### config.mk
export PLATFORM = sky130hd
export DESIGN_NAME = fea_fetch_ctrl
export DESIGN_NICKNAME = d
export VERILOG_FILES = /design/src/rtl/fea_fetch_pkg.sv /design/src/rtl/fea_skid_fifo.sv /design/src/rtl/fea_fetch_ctrl.sv
export SDC_FILE = /design/constraint.sdc
export NUM_CORES = 1
export LEC_CHECK = 0
export ABC_AREA = 1
export CAP_MARGIN = 20
export CORE_MARGIN = 2
export CORE_UTILIZATION = 55
export CTS_CLUSTER_SIZE = 10
export DETAILED_ROUTE_END_ITERATION = 6
export GPL_TIMING_DRIVEN = 0
export HOLD_SLACK_MARGIN = 0.12
export PLACE_DENSITY = 0.86
export SLEW_MARGIN = 5
export SYNTH_ARGS = -nofsm -noshare
export SYNTH_HDL_FRONTEND = slang
export SYNTH_SLANG_ARGS = --single-unit
export TNS_END_PERCENT = 5
### constraint.sdc
create_clock -name i_clk -period 5.5 [get_ports i_clk]
set_input_delay 0.55 -clock i_clk [delete_from_list [all_inputs] [get_ports i_clk]]
set_output_delay 0.55 -clock i_clk [all_outputs]
set_load 0.05 [all_outputs]
### src/rtl/fea_fetch_pkg.sv
// Shared types and helpers for the feature-fetch controller.
package fea_fetch_pkg;

  localparam int unsigned DEF_ADDR_W       = 12;
  localparam int unsigned DEF_DATA_W       = 32;
  localparam int unsigned DEF_WORDS        = 8;
  localparam int unsigned DEF_ADDR_TIMEOUT = 15;

  typedef enum logic [2:0] {
    ST_IDLE      = 3'd0,
    ST_WAIT_ADDR = 3'd1,
    ST_STREAM    = 3'd2,
    ST_WAIT_DONE = 3'd3,
    ST_FREE      = 3'd4
  } fetch_state_t;

  // Feature memory address is the flow slot with the word index appended below it.
  function automatic logic [31:0] pack_rd_addr(input logic [31:0] slot,
                                               input logic [31:0] word_idx,
                                               input int unsigned wb);
    return (slot << wb) | word_idx;
  endfunction

endpackage

### src/rtl/fea_skid_fifo.sv
// Two-entry FIFO between feature memory read data and the engine stream.
// Each entry carries the word index so the consumer can tag the last word.
module fea_skid_fifo
  import fea_fetch_pkg::*;
#(
  parameter int unsigned DATA_W = DEF_DATA_W,
  parameter int unsigned IDX_W  = 3
) (
  input  logic              i_clk,
  input  logic              i_rst,
  input  logic              i_push,
  input  logic [DATA_W-1:0] i_push_data,
  input  logic [IDX_W-1:0]  i_push_idx,
  input  logic              i_pop,
  output logic              o_valid,
  output logic [DATA_W-1:0] o_head_data,
  output logic [IDX_W-1:0]  o_head_idx,
  output logic [1:0]        o_count
);

  logic [DATA_W-1:0] r_data [2];
  logic [IDX_W-1:0]  r_idx  [2];
  logic              r_wr_ptr;
  logic              r_rd_ptr;
  logic [1:0]        r_count;
  logic              w_do_push;
  logic              w_do_pop;

  // Pop on empty is a no-op; push on full is accepted only alongside a pop.
  assign w_do_pop  = i_pop && (r_count != 2'd0);
  assign w_do_push = i_push && ((r_count != 2'd2) || w_do_pop);

  // Entry storage.
  always_ff @(posedge i_clk) begin
    if (i_rst) begin
      for (int i = 0; i < 2; i++) begin
        r_data[i] <= '0;
        r_idx[i]  <= '0;
      end
    end else if (w_do_push) begin
      r_data[r_wr_ptr] <= i_push_data;
      r_idx[r_wr_ptr]  <= i_push_idx;
    end
  end

  // Pointers and occupancy.
  always_ff @(posedge i_clk) begin
    if (i_rst) begin
      r_wr_ptr <= 1'b0;
      r_rd_ptr <= 1'b0;
      r_count  <= 2'd0;
    end else begin
      if (w_do_push) r_wr_ptr <= ~r_wr_ptr;
      if (w_do_pop)  r_rd_ptr <= ~r_rd_ptr;
      case ({w_do_push, w_do_pop})
        2'b10:   r_count <= r_count + 2'd1;
        2'b01:   r_count <= r_count - 2'd1;
        default: r_count <= r_count;
      endcase
    end
  end

  assign o_valid     = (r_count != 2'd0);
  assign o_head_data = r_data[r_rd_ptr];
  assign o_head_idx  = r_idx[r_rd_ptr];
  assign o_count     = r_count;

endmodule

### src/rtl/fea_fetch_ctrl.sv
// Consumer-side controller for the TFE feature-address queue: pops one flow,
// streams its feature vector to the inference engine, then frees the slot.
//
// state     | meaning
// ----------+-----------------------------------------------------------
// IDLE      | no flow held; pop the queue as soon as it is non-empty
// WAIT_ADDR | pop issued; waiting (bounded) for the slot address
// STREAM    | reading feature words and handing them to the engine
// WAIT_DONE | all words delivered; waiting for inference complete
// FREE      | one-cycle release of the flow slot back to the TFE
module fea_fetch_ctrl
  import fea_fetch_pkg::*;
#(
  parameter int unsigned ADDR_W       = DEF_ADDR_W,
  parameter int unsigned DATA_W       = DEF_DATA_W,
  parameter int unsigned WORDS        = DEF_WORDS,
  parameter int unsigned ADDR_TIMEOUT = DEF_ADDR_TIMEOUT
) (
  input  logic                               i_clk,
  input  logic                               i_rst,
  input  logic                               i_fea_empty,
  output logic                               o_fetch_addr_en,
  input  logic [ADDR_W-1:0]                  i_fea_addr,
  input  logic                               i_fea_addr_v,
  output logic                               o_mem_rd_en,
  output logic [ADDR_W+$clog2(WORDS)-1:0]    o_mem_rd_addr,
  input  logic [DATA_W-1:0]                  i_mem_rd_data,
  output logic [DATA_W-1:0]                  o_vec_data,
  output logic                               o_vec_valid,
  input  logic                               i_vec_ready,
  output logic                               o_vec_last,
  input  logic                               i_infer_done,
  output logic                               o_free_one_flow,
  output logic                               o_busy,
  output logic [15:0]                        o_flow_cnt,
  output logic                               o_err_timeout
);

  localparam int unsigned WB    = $clog2(WORDS);
  localparam int unsigned TMR_W = $clog2(ADDR_TIMEOUT + 1);

  localparam logic [WB-1:0]    LAST_IDX  = WB'(WORDS - 1);
  localparam logic [WB:0]      WORDS_CNT = (WB + 1)'(WORDS);
  localparam logic [TMR_W-1:0] TMR_LOAD  = TMR_W'(ADDR_TIMEOUT - 1);

  fetch_state_t      r_state;
  fetch_state_t      w_state_nxt;

  logic [ADDR_W-1:0] r_slot;
  logic [WB:0]       r_rd_cnt;
  logic              r_rd_pend;
  logic [WB-1:0]     r_rd_pend_idx;
  logic [TMR_W-1:0]  r_tmr;
  logic              r_err;
  logic [15:0]       r_flow_cnt;

  logic              w_fetch;
  logic              w_load_slot;
  logic              w_tmr_expire;
  logic              w_free;
  logic              w_rd_issue;
  logic              w_pop;
  logic              w_fifo_valid;
  logic [DATA_W-1:0] w_fifo_data;
  logic [WB-1:0]     w_fifo_idx;
  logic [1:0]        w_fifo_count;
  logic [2:0]        w_occ;
  logic [2:0]        w_limit;

  fea_skid_fifo #(
    .DATA_W (DATA_W),
    .IDX_W  (WB)
  ) u_fifo (
    .i_clk       (i_clk),
    .i_rst       (i_rst),
    .i_push      (r_rd_pend),
    .i_push_data (i_mem_rd_data),
    .i_push_idx  (r_rd_pend_idx),
    .i_pop       (w_pop),
    .o_valid     (w_fifo_valid),
    .o_head_data (w_fifo_data),
    .o_head_idx  (w_fifo_idx),
    .o_count     (w_fifo_count)
  );

  assign w_pop = w_fifo_valid && i_vec_ready;

  // Reads in flight plus buffered words never exceed the two FIFO entries.
  // A word leaving this cycle frees its entry for the read issued now, which
  // is what sustains one word per cycle with the engine always ready.
  assign w_occ      = {1'b0, w_fifo_count} + {2'b00, r_rd_pend};
  assign w_limit    = 3'd2 + {2'b00, w_pop};
  assign w_rd_issue = (r_state == ST_STREAM) && (r_rd_cnt != WORDS_CNT) && (w_occ < w_limit);

  // State register.
  always_ff @(posedge i_clk) begin
    if (i_rst) r_state <= ST_IDLE;
    else       r_state <= w_state_nxt;
  end

  // Next-state and per-state strobes.
  always_comb begin
    w_state_nxt  = r_state;
    w_fetch      = 1'b0;
    w_load_slot  = 1'b0;
    w_tmr_expire = 1'b0;
    w_free       = 1'b0;
    case (r_state)
      ST_IDLE: begin
        if (!i_fea_empty) begin
          w_fetch     = 1'b1;
          w_state_nxt = ST_WAIT_ADDR;
        end
      end
      ST_WAIT_ADDR: begin
        if (i_fea_addr_v) begin
          w_load_slot = 1'b1;
          w_state_nxt = ST_STREAM;
        end else if (r_tmr == '0) begin
          w_tmr_expire = 1'b1;
          w_state_nxt  = ST_IDLE;
        end
      end
      ST_STREAM: begin
        if (w_pop && (w_fifo_idx == LAST_IDX)) w_state_nxt = ST_WAIT_DONE;
      end
      ST_WAIT_DONE: begin
        if (i_infer_done) w_state_nxt = ST_FREE;
      end
      ST_FREE: begin
        w_free      = 1'b1;
        w_state_nxt = ST_IDLE;
      end
      default: w_state_nxt = ST_IDLE;
    endcase
  end

  // Address-wait timer: counts down the cycles left in WAIT_ADDR.
  always_ff @(posedge i_clk) begin
    if (i_rst)                                           r_tmr <= '0;
    else if (w_fetch)                                    r_tmr <= TMR_LOAD;
    else if ((r_state == ST_WAIT_ADDR) && (r_tmr != '0)) r_tmr <= r_tmr - 1'b1;
  end

  // Slot capture, read counter and the one-cycle read-latency tracker.
  always_ff @(posedge i_clk) begin
    if (i_rst) begin
      r_slot        <= '0;
      r_rd_cnt      <= '0;
      r_rd_pend     <= 1'b0;
      r_rd_pend_idx <= '0;
    end else begin
      if (w_load_slot) begin
        r_slot   <= i_fea_addr;
        r_rd_cnt <= '0;
      end else if (w_rd_issue) begin
        r_rd_cnt <= r_rd_cnt + 1'b1;
      end
      r_rd_pend     <= w_rd_issue;
      r_rd_pend_idx <= r_rd_cnt[WB-1:0];
    end
  end

  // Sticky timeout flag and completed-flow counter.
  always_ff @(posedge i_clk) begin
    if (i_rst) begin
      r_err      <= 1'b0;
      r_flow_cnt <= '0;
    end else begin
      if (w_tmr_expire) r_err <= 1'b1;
      if (w_free)       r_flow_cnt <= r_flow_cnt + 16'd1;
    end
  end

  assign o_fetch_addr_en = w_fetch;
  assign o_mem_rd_en     = w_rd_issue;
  assign o_mem_rd_addr   = (ADDR_W + WB)'(pack_rd_addr(32'(r_slot), 32'(r_rd_cnt[WB-1:0]), WB));
  assign o_vec_valid     = w_fifo_valid;
  assign o_vec_data      = w_fifo_valid ? w_fifo_data : '0;
  assign o_vec_last      = w_fifo_valid && (w_fifo_idx == LAST_IDX);
  assign o_free_one_flow = w_free;
  assign o_busy          = (r_state != ST_IDLE);
  assign o_flow_cnt      = r_flow_cnt;
  assign o_err_timeout   = r_err;

endmodule
After elaboration in Yosys (flattened, before gate mapping)
Memory sizes are Yosys's and may differ from the RTL's. A register that Yosys moved wholly into a read port is not among the register bits.
Index checks and enable logic that the tools add are counted.
{"block": "totals", "reg_bits": 48, "ram_bits": 70, "in_bits": 50, "output_inout_bits": 70, "elab_cells": 92, "n_memories": 2}
{"memory": "u_fifo.r_data", "words": 2, "word_bits": 32, "rd": 1, "rd_ports_with_merged_regs": 1, "wr": 2, "line_no": "fea_skid_fifo.sv:21", "rtl": "logic [DATA_W-1:0] r_data [2];"}
{"memory": "u_fifo.r_idx", "words": 2, "word_bits": 3, "rd": 1, "rd_ports_with_merged_regs": 1, "wr": 2, "line_no": "fea_skid_fifo.sv:22", "rtl": "logic [IDX_W-1:0] r_idx [2];"}
{"block": "op_classes", "n_addsub": 7, "n_lt_le_gt_ge": 1, "eq_ne": 13, "mux": 33, "bitwise_logic": 3, "n_reduce_logical": 21}
{"cell": "two-way mux 32 bit", "count": 2}
{"cell": "OR reduction 32 bit", "count": 1}
{"cell": "two-way mux 1 bit", "count": 21}
{"cell": "two-way mux 3 bit", "count": 6}
{"cell": "adder 16 x 1 -> 16 bit (second input constant)", "count": 1}
{"cell": "bitwise OR 15 x 3 -> 15 bit", "count": 1}
{"cell": "one-hot mux 3 bit (4 select lines)", "count": 1}
{"cell": "logical AND 1 bit", "count": 8}
{"cell": "two-way mux 4 bit", "count": 2}
{"cell": "== test 3 x 2 -> 1 bit (second input constant)", "count": 2}
{"cell": "== test 3 bit (second input constant)", "count": 2}
{"cell": "inequality test 2 bit (second input constant)", "count": 3}
{"cell": "nonzero test 2 bit", "count": 3}
{"cell": "adder 4 x 1 -> 4 bit (second input constant)", "count": 1}
{"cell": "logical NOT 4 bit", "count": 1}
{"cell": "inequality test 4 bit (second input constant)", "count": 1}
{"cell": "one-hot mux 2 bit (2 select lines)", "count": 1}
{"cell": "AND reduction 4 bit", "count": 1}
{"cell": "nonzero test 4 bit", "count": 1}
{"cell": "OR reduction 2 bit", "count": 2}
{"cell": "subtractor 4 x 1 -> 4 bit (second input constant)", "count": 1}
{"cell": "adder 2 x 1 -> 3 bit", "count": 1}
{"cell": "adder 2 x 1 -> 3 bit (first input constant)", "count": 1}
{"cell": "== test 3 x 1 -> 1 bit (second input constant)", "count": 1}
{"cell": "other kinds (12)", "count": 13}

Logic depth before layout (Yosys ltp)
{"block": "depth", "depth_word": 10, "mapped_depth": 9, "mapped_depth_nobuf": 9}

Cells and area by module
Synthesis repeated with hierarchy kept, for this count alone.
{"block": "hier_totals", "hier_cells": 633, "area_unflattened_um2": 5708.0}
{"module": "fea_skid_fifo", "n_inst": 1, "cells_per_inst": 259, "area_per_inst_um2": 3310.7}
{"module": "fea_fetch_ctrl", "n_inst": 1, "cells_per_inst": 374, "area_per_inst_um2": 2397.3}

Worst setup path after synthesis
No wires, ideal clock.
{"block": "synth_path", "path_kind": "input port to flip-flop", "start": "input i_vec_ready", "end": "memory u_fifo.r_data[0][0] (netlist name), enable pin", "arrival_ns": 1.886, "required_ns": 5.107, "slack_ns": 3.221, "cell_stages": 7, "cell_sequence": "inv_1 -> nand3b_4 -> nand2_4 -> nor2_4 -> nand2_4 -> buf_6 -> nand2_1"}
{"element": "start: declaration", "line_no": "fea_fetch_ctrl.sv:30", "rtl": "input logic i_vec_ready,"}
{"element": "end: declaration", "line_no": "fea_skid_fifo.sv:21"}

==> results.yml <==
worst_setup_path:
  crit_fanout: 10
  cp.required_ns: 4.95
  arrival_ns: 2.84
  crit_type: "reg -> out"
  crit_path_start_kind: "flop"
  end_kind: "primary output"
global_routing:
  grt_pass1_wl_um: 21000
  antenna_found_initial: 0
  grt_pass1_vias: 4596
  grt_max_degree: 36
  grt_util_all_layers: 0.2599
  gr-total-overflow: 0
clocking:
  numCtsBuffers: 17
  htreeDepth: 4
  cts_tree: "done"
  hold_buffers: 0
  clk-insertion-delay-late_ns: 0.52
  root_buffer: "clkbuf_8"
  cts.path.max_buffers: 2
  cts.clk_slew.worst_paths_ns: 0.06
  cts.sinks: 119
  post-cts-setup-buffer-count: 0
  postCtsResizedCells: 0
floorplan:
  die_w_um: 103.5
  fp.dieArea_um2: 10710
  design.core.area_um2: 9684
  ios: 120
  fp.dieH_um: 103.5
  rows: 36
  start_util: 0.5621
routing:
  drtIter0Drc: 218
  firstDrtPassIters: 5
  post_drt_wl_per_cell_um: 15.30
  vias: 4666
  vias_per_cell: 5.173
  wl_um: 13800
  drc: 0
  ant_nets: 0
place:
  numPortBuffers: 119
  dpl.hpwl_um: 9063
  place_congestion: 0.8267
  postPlaceCellArea_um2: 6807
yosys:
  synth_ff_type: "edfxtp_1"
  synth-seq-cells: 119
  yosysTopAreaCell: "edfxtp_1"
  async_reset_ff_frac: 0
  synth_top_area_frac: 0.3861
  synth_most_common_cell: "nand2_1"
  synth.area.top_cells: "edfxtp_1 (39%), dfxtp_1 (18%), nand2_1 (8.2%), nor2_1 (8.1%), inv_1 (5.2%)"
  syn-num-nets: 675
  syn_area_per_cell_um2: 8.809
  synth_enable_flop_cells: 70
  seq_area_frac_synth: 0.5663
  synth_common_cells: "nand2_1 (119), nor2_1 (117), inv_1 (75)"
  syn-instance-count: 618
  ys_types: 31
  synth_area_um2: 5444
  synth.yosys.warnings: 0
cells_and_area:
  diodes: 0
  syn_to_final_growth_pct: 36.34
  nNetsFinal: 813
  fillers: 660
  fin_area_um2: 7422
  drive_above_1_share: 0.1144
sta:
  rsz0062_at_grt: "false"
  min_period_ns: 3.386
  timing.final.crit_share: 0.6156
  hold_viol_final: 0
  fin_tns_setup_ns: 0
  relSlewSlack: 0.4145
  tightest_slew_ns: 0.8751
  fin_skew_ns: 0.009652
  slew_viol_final: 0
  setup_viol: 0
  fmax_mhz: 295.3
power_and_ir_drop:
  irDropWorstVdd_uv: 317.2
  power_density_nw_per_um2: 460.2
  leakagePower_nw: 3.096
  power_mw: 3.416
job:
  max_cap_violations: 0
outcome:
  status: "complete, no violations"
hold_path:
  hold_path.class: "reg -> reg"
[logic make-up after synthesis]
logic type,count (synthesis),share of synthesized area
xor gates and xnor gates,5,0.008044
and+or+nand+nor,307,0.2574
buffers and inverters,105,0.08182
AOI/OAI and AO/OA,75,0.07033
DFF,119,0.5663
adders and majority gates,7,0.01609
[sequential cells by signal (all words and copies together) (netlist names), named ones only]
| name | cells |
|---|---|
| r_state | 3 |
| r_rd_cnt | 4 |
| r_slot | 12 |
| r_rd_pend_idx | 3 |
| u_fifo.r_wr_ptr | 1 |
| u_fifo.o_count | 2 |
| o_err_timeout | 1 |
| u_fifo.r_rd_ptr | 1 |
| u_fifo.r_data | 64 |
| r_rd_pend | 1 |
| u_fifo.r_idx | 6 |
| r_tmr | 4 |
| o_flow_cnt | 16 |
[report_power, final]
part	total (mW)	leakage [nW]	internal [mW]	switching, mW
logic	1.14	1.69	0.354	0.784
clock network	1.15	0.286	0.737	0.414
registers	1.13	1.12	1.05	0.0745
[worst max-delay path, cell delays in order, from the launching register on]
cell	delay (ns)
dfxtp_1	0.31
clkbuf_1	0.19
inv_1	0.22
clkbuf_1	0.38
nand2_1	0.14
a21oi_1	0.22
clkdlybuf4s50_1	0.86
[metal layers]
metal  routed length (um)  track usage
met5                    0            0
met3                 1062      0.07056
met4                  381       0.1225
met2                 7058       0.4685
met1                 5295       0.2826
[cell usage in the layout (no fill, tap or decap), types with 3 or more instances in the layout]
| cell | count |
|---|---|
| a21oi_1 | 51 |
| buf_2 | 5 |
| buf_4 | 4 |
| buf_6 | 4 |
| bufinv_16 | 4 |
| clkbuf_1 | 12 |
| clkbuf_16 | 16 |
| clkdlybuf4s50_1 | 119 |
| clkinvlp_4 | 4 |
| dfxtp_1 | 49 |
| edfxtp_1 | 70 |
| ha_1 | 7 |
| inv_1 | 75 |
| inv_2 | 5 |
| inv_6 | 3 |
| nand2_1 | 117 |
| nand2_2 | 8 |
| nand2_4 | 4 |
| nand3_1 | 20 |
| nand4_1 | 6 |
| nor2_1 | 117 |
| nor2_2 | 17 |
| nor2_4 | 6 |
| nor3_1 | 4 |
| o21ai_0 | 20 |
| xor2_1 | 4 |
[path summary, 6_finish.rpt]
kind,from,end,cells after the start,slack [ns]
max,flop,o_vec_data[7],6,2.11
min,r_tmr[0],r_tmr[0],2,0.46
max reg2reg,u_fifo.o_count[0],u_fifo.r_idx[0][0],6,3.31
min reg2reg,r_tmr[0],r_tmr[0],2,0.46
[area by class of cell]
| class | count | area (um2) | share of cell area |
|---|---|---|---|
| Sequential cell | 119 | 3083 | 0.4154 |
| Multi-Input combinational cell | 394 | 1921 | 0.2588 |
| Timing Repair Buffer | 119 | 1191 | 0.1605 |
| Clock buffer | 17 | 414.1 | 0.05580 |
| Inverter | 80 | 300.3 | 0.04046 |
| Clock inverter | 15 | 201.4 | 0.02714 |
| Tap cell | 133 | 166.4 | 0.02242 |
| Buffer | 25 | 145.1 | 0.01955 |
[through the flow]
| stage | util | hold slack (ns) | setup WS [ns] | cells |
|---|---|---|---|---|
| floorplan | - | 0.4256 | 3.221 | 618 |
| global placement | 0.7023 | 0.4374 | 2.217 | 870 |
| detailed placement | 0.7028 | 0.4547 | 2.479 | 870 |
| CTS | 0.7664 | 0.4627 | 2.140 | 902 |
| global route | 0.7664 | 0.4799 | 1.973 | 902 |
| finish | 0.7664 | 0.4640 | 2.114 | 902 |
Power figures use the tool's default switching activity.
